===== src/rtl/alu_pkg.sv =====
// Shared definitions for the ALU serial front end: opcodes, error-flag positions,
// packet field sizes and the CRC4 used to protect each transaction.
package alu_pkg;

  typedef enum logic [2:0] {
    OpAnd = 3'b000,
    OpOr  = 3'b001,
    OpAdd = 3'b100,
    OpSub = 3'b101
  } operation_t;

  localparam int unsigned ErrData = 2;
  localparam int unsigned ErrCrc  = 1;
  localparam int unsigned ErrOp   = 0;

  localparam int unsigned PktBits      = 11;
  localparam int unsigned PktShiftBits = PktBits - 1;  // bits following the start bit
  localparam int unsigned PayloadBits  = 8;
  localparam int unsigned DataBytes    = 8;
  localparam int unsigned OpBits       = 3;
  localparam int unsigned CrcBits      = 4;
  localparam int unsigned CrcMsgBits   = 68;

  // CRC4, poly x^4+x+1, init 0, message consumed MSB first.
  function automatic logic [CrcBits-1:0] crc4_68(input logic [CrcMsgBits-1:0] msg);
    logic [CrcBits-1:0] c;
    logic               fb;
    c = '0;
    for (int i = CrcMsgBits - 1; i >= 0; i--) begin
      fb = c[3] ^ msg[i];
      c  = {c[2:0], 1'b0} ^ (fb ? 4'b0011 : 4'b0000);
    end
    return c;
  endfunction

  function automatic logic op_legal(input logic [OpBits-1:0] op);
    logic legal;
    case (op)
      OpAnd, OpOr, OpAdd, OpSub: legal = 1'b1;
      default:                   legal = 1'b0;
    endcase
    return legal;
  endfunction

endpackage


===== src/rtl/alu_rx_framer.sv =====
// Bit-level framer: finds a start bit, shifts in the remaining ten bits and
// presents the packet fields for one cycle while the stop bit is evaluated.
module alu_rx_framer
  import alu_pkg::*;
(
  input  logic                   clk,
  input  logic                   rst,
  input  logic                   sin,
  output logic                   pkt_valid,
  output logic                   pkt_is_cmd,
  output logic [PayloadBits-1:0] pkt_payload,
  output logic                   pkt_frame_err,
  output logic                   busy
);

  typedef enum logic [1:0] {StIdle, StShift, StCheck} state_e;

  localparam logic [3:0] LastIdx = 4'(PktShiftBits - 1);

  state_e                  state_q, state_d;
  logic [3:0]              cnt_q, cnt_d;
  logic [PktShiftBits-1:0] shreg_q, shreg_d;

  always_ff @(posedge clk) begin
    if (rst) begin
      state_q <= StIdle;
      cnt_q   <= '0;
      shreg_q <= '0;
    end else begin
      state_q <= state_d;
      cnt_q   <= cnt_d;
      shreg_q <= shreg_d;
    end
  end

  // CHECK also watches for a start bit so packets can run back to back.
  always_comb begin
    state_d = state_q;
    cnt_d   = cnt_q;
    shreg_d = shreg_q;
    unique case (state_q)
      StIdle, StCheck: begin
        if (!sin) begin
          state_d = StShift;
          cnt_d   = LastIdx;
          shreg_d = '0;
        end else begin
          state_d = StIdle;
        end
      end
      StShift: begin
        shreg_d = {shreg_q[PktShiftBits-2:0], sin};
        if (cnt_q == 4'd0) begin
          state_d = StCheck;
        end else begin
          cnt_d = cnt_q - 4'd1;
        end
      end
      default: state_d = StIdle;
    endcase
  end

  always_comb begin
    pkt_valid     = (state_q == StCheck) & shreg_q[0];
    pkt_frame_err = (state_q == StCheck) & ~shreg_q[0];
    pkt_is_cmd    = shreg_q[PktShiftBits-1];
    pkt_payload   = shreg_q[PayloadBits:1];
    busy          = (state_q != StIdle);
  end

endmodule


===== src/rtl/alu_serial_rx.sv =====
// Serial front end of the ALU: assembles eight data bytes and a command packet
// into operands and opcode, checks the transaction and reports one result.
module alu_serial_rx
  import alu_pkg::*;
(
  input  logic        clk,
  input  logic        rst,
  input  logic        sin,
  output logic        out_valid,
  output logic [31:0] out_a,
  output logic [31:0] out_b,
  output logic [2:0]  out_op,
  output logic [2:0]  out_err,
  output logic        rx_busy
);

  typedef enum logic {StCollect, StReport} asm_state_e;

  localparam logic [3:0] FullCnt = 4'(DataBytes);

  logic                   pkt_valid;
  logic                   pkt_is_cmd;
  logic [PayloadBits-1:0] pkt_payload;
  logic                   pkt_frame_err;
  logic                   framer_busy;

  alu_rx_framer u_framer (
    .clk           (clk),
    .rst           (rst),
    .sin           (sin),
    .pkt_valid     (pkt_valid),
    .pkt_is_cmd    (pkt_is_cmd),
    .pkt_payload   (pkt_payload),
    .pkt_frame_err (pkt_frame_err),
    .busy          (framer_busy)
  );

  asm_state_e  asm_q, asm_d;
  logic [3:0]  byte_cnt_q, byte_cnt_d;
  logic        corrupt_q, corrupt_d;
  logic [63:0] data_q, data_d;  // {B, A} once all eight bytes are in
  logic        out_valid_q, out_valid_d;
  logic [31:0] out_a_q, out_a_d;
  logic [31:0] out_b_q, out_b_d;
  logic [2:0]  out_op_q, out_op_d;
  logic [2:0]  out_err_q, out_err_d;

  logic               data_pkt;
  logic               cmd_pkt;
  logic [OpBits-1:0]  cmd_op;
  logic [CrcBits-1:0] cmd_crc;
  logic [CrcBits-1:0] calc_crc;
  logic [2:0]         err_vec;

  assign data_pkt = pkt_valid & ~pkt_is_cmd;
  assign cmd_pkt  = pkt_valid & pkt_is_cmd;
  assign cmd_op   = pkt_payload[6:4];
  assign cmd_crc  = pkt_payload[3:0];
  assign calc_crc = crc4_68({data_q, 1'b1, cmd_op});

  // First failing check wins, so at most one flag is ever set.
  always_comb begin
    err_vec = '0;
    if (corrupt_q || (byte_cnt_q != FullCnt)) begin
      err_vec[ErrData] = 1'b1;
    end else if (cmd_crc != calc_crc) begin
      err_vec[ErrCrc] = 1'b1;
    end else if (!op_legal(cmd_op)) begin
      err_vec[ErrOp] = 1'b1;
    end
  end

  always_ff @(posedge clk) begin
    if (rst) begin
      asm_q       <= StCollect;
      byte_cnt_q  <= '0;
      corrupt_q   <= 1'b0;
      data_q      <= '0;
      out_valid_q <= 1'b0;
      out_a_q     <= '0;
      out_b_q     <= '0;
      out_op_q    <= '0;
      out_err_q   <= '0;
    end else begin
      asm_q       <= asm_d;
      byte_cnt_q  <= byte_cnt_d;
      corrupt_q   <= corrupt_d;
      data_q      <= data_d;
      out_valid_q <= out_valid_d;
      out_a_q     <= out_a_d;
      out_b_q     <= out_b_d;
      out_op_q    <= out_op_d;
      out_err_q   <= out_err_d;
    end
  end

  always_comb begin
    asm_d = asm_q;
    unique case (asm_q)
      StCollect: if (cmd_pkt) asm_d = StReport;
      StReport:  asm_d = StCollect;
      default:   asm_d = StCollect;
    endcase
  end

  // Result is registered on the edge that consumes the command packet.
  always_comb begin
    byte_cnt_d  = byte_cnt_q;
    corrupt_d   = corrupt_q;
    data_d      = data_q;
    out_valid_d = 1'b0;
    out_a_d     = out_a_q;
    out_b_d     = out_b_q;
    out_op_d    = out_op_q;
    out_err_d   = out_err_q;
    if (asm_q == StCollect) begin
      if (pkt_frame_err) begin
        corrupt_d = 1'b1;
      end else if (data_pkt) begin
        if (byte_cnt_q < FullCnt) begin
          data_d     = {data_q[63-PayloadBits:0], pkt_payload};
          byte_cnt_d = byte_cnt_q + 4'd1;
        end else begin
          corrupt_d = 1'b1;
        end
      end else if (cmd_pkt) begin
        out_valid_d = 1'b1;
        out_err_d   = err_vec;
        out_b_d     = (err_vec == 3'b000) ? data_q[63:32] : 32'h0;
        out_a_d     = (err_vec == 3'b000) ? data_q[31:0] : 32'h0;
        out_op_d    = (err_vec == 3'b000) ? cmd_op : 3'b000;
        byte_cnt_d  = '0;
        corrupt_d   = 1'b0;
        data_d      = '0;
      end
    end
  end

  always_comb begin
    out_valid = out_valid_q;
    out_a     = out_a_q;
    out_b     = out_b_q;
    out_op    = out_op_q;
    out_err   = out_err_q;
    rx_busy   = framer_busy | (asm_q == StReport) | (byte_cnt_q != 4'd0);
  end

endmodule


===== config.mk =====
export PLATFORM = sky130hd
export DESIGN_NAME = alu_serial_rx
export DESIGN_NICKNAME = d
export VERILOG_FILES = /design/src/rtl/alu_pkg.sv /design/src/rtl/alu_rx_framer.sv /design/src/rtl/alu_serial_rx.sv
export SDC_FILE = /design/constraint.sdc
export NUM_CORES = 1
export LEC_CHECK = 0
export ABC_AREA = 0
export CAP_MARGIN = 20
export CORE_UTILIZATION = 56
export CTS_CLUSTER_DIAMETER = 50
export DETAILED_ROUTE_END_ITERATION = 10
export GPL_TIMING_DRIVEN = 0
export PLACE_DENSITY = 0.79
export SLEW_MARGIN = 10
export SYNTH_ARGS = -nofsm -noshare
export SYNTH_HDL_FRONTEND = slang
export SYNTH_SLANG_ARGS = --single-unit

===== constraint.sdc =====
create_clock -name clk -period 3.65 [get_ports clk]
set_input_delay 0.365 -clock clk [delete_from_list [all_inputs] [get_ports clk]]
set_output_delay 0.365 -clock clk [all_outputs]
set_load 0.005 [all_outputs]

==> reports/metrics.cfg <==
[setup_path]
r2r_slack_ns = 0.22
required_ns = 4.02
startpoint_type = flop
crit_type = reg2reg
cp.buffers_inverters = 2
slowest_delay_ns = 0.52
path_cells = xnor3_1 > xnor3_2 > xnor3_1 > xnor2_1 > xnor3_1 > or2_1 > mux2i_4 > o211a_4 > buf_8 > buf_6 > a22o_1
r2r-start = data_q[46]
slowest_stage = xnor3_1
cp.arrival_ns = 3.80
crit_fanout = 10
crit_start = data_q[46]
cp-end-kind = flop
crit_top_cell = xnor3_1
crit_family = XOR/XNOR gates

[sta]
hold_viol = 0
setup_tns_ns = 0
slew_viol_final = 0
skew_ns = 0.00677
setup_viol = 0
rsz0062_at_grt = no
tightest_slew_ns = 0.669
slew_headroom_pct = 54.7
clock.fmax_mhz = 291
fin_crit_ns = 3.43
timing.final.crit_share_pct = 94.0

[clock_tree]
numCtsBuffers = 17
clk_pin_slew_ns = 0.06
h-tree-depth = 4
cts_resized = 0
postCtsSetupBuffers = 0
cts.sinks = 157
cts_hold_buf = 0
tritoncts = yes
insertion_delay_ns = 0.43
clock_path_buffers = 2
cts-root-buf = clkbuf_16

[synth]
ys_warn_count = 0
syn_nets = 651
synthFlopType = dfxtp_1
synth_seq_cells = 157
syn_inst = 644
synthesis.area_um2 = 6410
async_reset_ff_share_pct = 0
ys_seq_area_share_pct = 49.0
synth_cell_type_count = 40
synth_edf_count = 0
synth_area_per_cell_um2 = 9.96

[floorplan]
die_w_um = 109
fp-row-count = 38
initial_core_util_pct = 58.4
ios = 75
die_h_um = 109
core_um2 = 11000
dieArea_um2 = 11900

[placement]
io_buffers = 74
dp_hpwl_um = 10900
gp_congestion = 0.846

[min_path]
holdCritStartpoint = out_err[0]
holdCritPathClass = reg2reg

[grt]
grt_pass1_vias = 4961
grt_overflow = 0
grt_pass1_wl_um = 25000
grt_max_degree = 17
track_usage_pct = 28.2
grt_antenna_before_repair = 0

[final_layout]
nFillCells = 822
area_growth_pct = 24.3
layout_commonest_cell = dfxtp_1
final_core_util_pct = 72.6
finalNetCount = 744
antenna_cells = 0
layout-drive-gt1-share_pct = 5.87
final_cell_mix = dfxtp_1, nand2_1, a22o_1, clkdlybuf4s50_1, xnor2_1

[status]
run_status = finished, final reports clean

[power]
worst_ir_drop_vdd_v = 0.000498
swShare_pct = 20.0
power.leakage_uw = 0.00293
intPower_uw = 2960
switching_power_uw = 739
pwr-share-clk_pct = 51.1
seqPwrFrac_pct = 46.7
power_frac_comb_pct = 2.2
power_density_nw_per_um2 = 464

[route]
vias = 5064
drt_iter0_markers = 303
viasPerCell = 5.69
postRouteAntennaNets = 0
wire_per_inst_um = 17.6
wirelength_um = 15700
firstDrtPassIters = 5
drc_errors = 0

[job]
maxCapViolCount = 0

-- sequential cells by signal, summed over array words and instances, names as in the netlist --
| signal | flops |
|---|---|
| data_q | 64 |
| out_a | 32 |
| out_b | 32 |
| u_framer.shreg_q | 10 |
| byte_cnt_q | 4 |
| u_framer.cnt_q | 4 |
| out_err | 3 |
| out_op | 3 |
| u_framer.state_q | 2 |
| asm_q | 1 |
| corrupt_q | 1 |
| out_valid | 1 |
-- cells in the mapped netlist, types with 3 or more instances --
| master | count | area share [%] |
|---|---|---|
| nand2_1 | 138 | 8.1 |
| inv_1 | 5 | 0.29 |
| buf_6 | 4 | 0.70 |
| ha_1 | 4 | 0.78 |
| xnor3_1 | 15 | 5.3 |
| a21oi_1 | 69 | 5.4 |
| dfxtp_1 | 157 | 49 |
| xor2_1 | 18 | 2.5 |
| clkbuf_1 | 23 | 1.3 |
| a22o_1 | 75 | 10 |
| xnor2_1 | 72 | 9.8 |
| buf_1 | 9 | 0.53 |
| nor3_1 | 3 | 0.23 |
| nor2_1 | 21 | 1.2 |
-- final timing paths --
check               endpoint  cells past startpoint
setup / recovery   out_b[13]                     11
hold / removal    out_err[0]                      2
setup reg to reg   out_b[13]                     11
hold reg to reg   out_err[0]                      2
-- worst reg2reg max path, delay by kind of cell (launching register included) --
kind,cells,cell delay [ns]
multiplexers,1,0.17
XOR/XNOR,5,1.80
flip-flops,1,0.46
buffers and inverters,2,0.31
AND/OR/NAND/NOR,1,0.25
AO/OA/AOI/OAI,2,0.37
-- power by group through the flow --
stage,combinational [uW],sequential (uW),clock [uW]
final,79.9,1730,1890
after CTS,79.2,1730,1900
after floorplan,53.4,1760,0
after detailed placement,77.3,1760,0
after global routing,86.8,1730,1990
after global placement,73.0,1760,0
-- per-stage QoR --
step	cell area (um2)	instances	hold slack, ns	setup slack (ns)	power, uW
after detailed placement	7330	858	0.454	0.264	1840
final	7970	890	0.471	0.218	3700
after floorplan	6410	644	0.438	0.606	1820
after global routing	7970	890	0.481	0.0728	3800
after global placement	7330	858	0.441	0.291	1840
after CTS	7970	890	0.476	0.220	3710
-- area by class of cell --
type	instances	area, um2	share of cell area [%]
clock buffers	22	484	6.07
multi-input cells	443	3060	38.4
clock inverters	10	160	2.01
inverters	5	18.8	0.235
repair buffers	74	741	9.29
flip-flops and latches	157	3140	39.4
plain buffers	39	190	2.39
well taps	140	175	2.20
-- cells by family (layout without fill, tap and decap cells) --
kind of cell / count (synthesis) / after routing / share of synthesized area, %
simple gates: 174 / 174 / 10.8
flops: 157 / 157 / 49.0
compound gates: 154 / 154 / 17.0
xor+xnor: 108 / 108 / 18.4
buf+inv: 44 / 150 / 3.26
fa+ha+maj: 4 / 4 / 0.780
mux: 3 / 3 / 0.683
-- layer usage --
metal / vias up / GRT usage (%) / share of wire, %
met3: 38 / 8.13 / 6.8
met2: 193 / 45.7 / 48
met1: 2443 / 35.0 / 42
met4: 0 / 11.9 / 2.7
met5: - / 0 / 0
li1: 2390 / - / -
(Power assumes the default switching activity.)
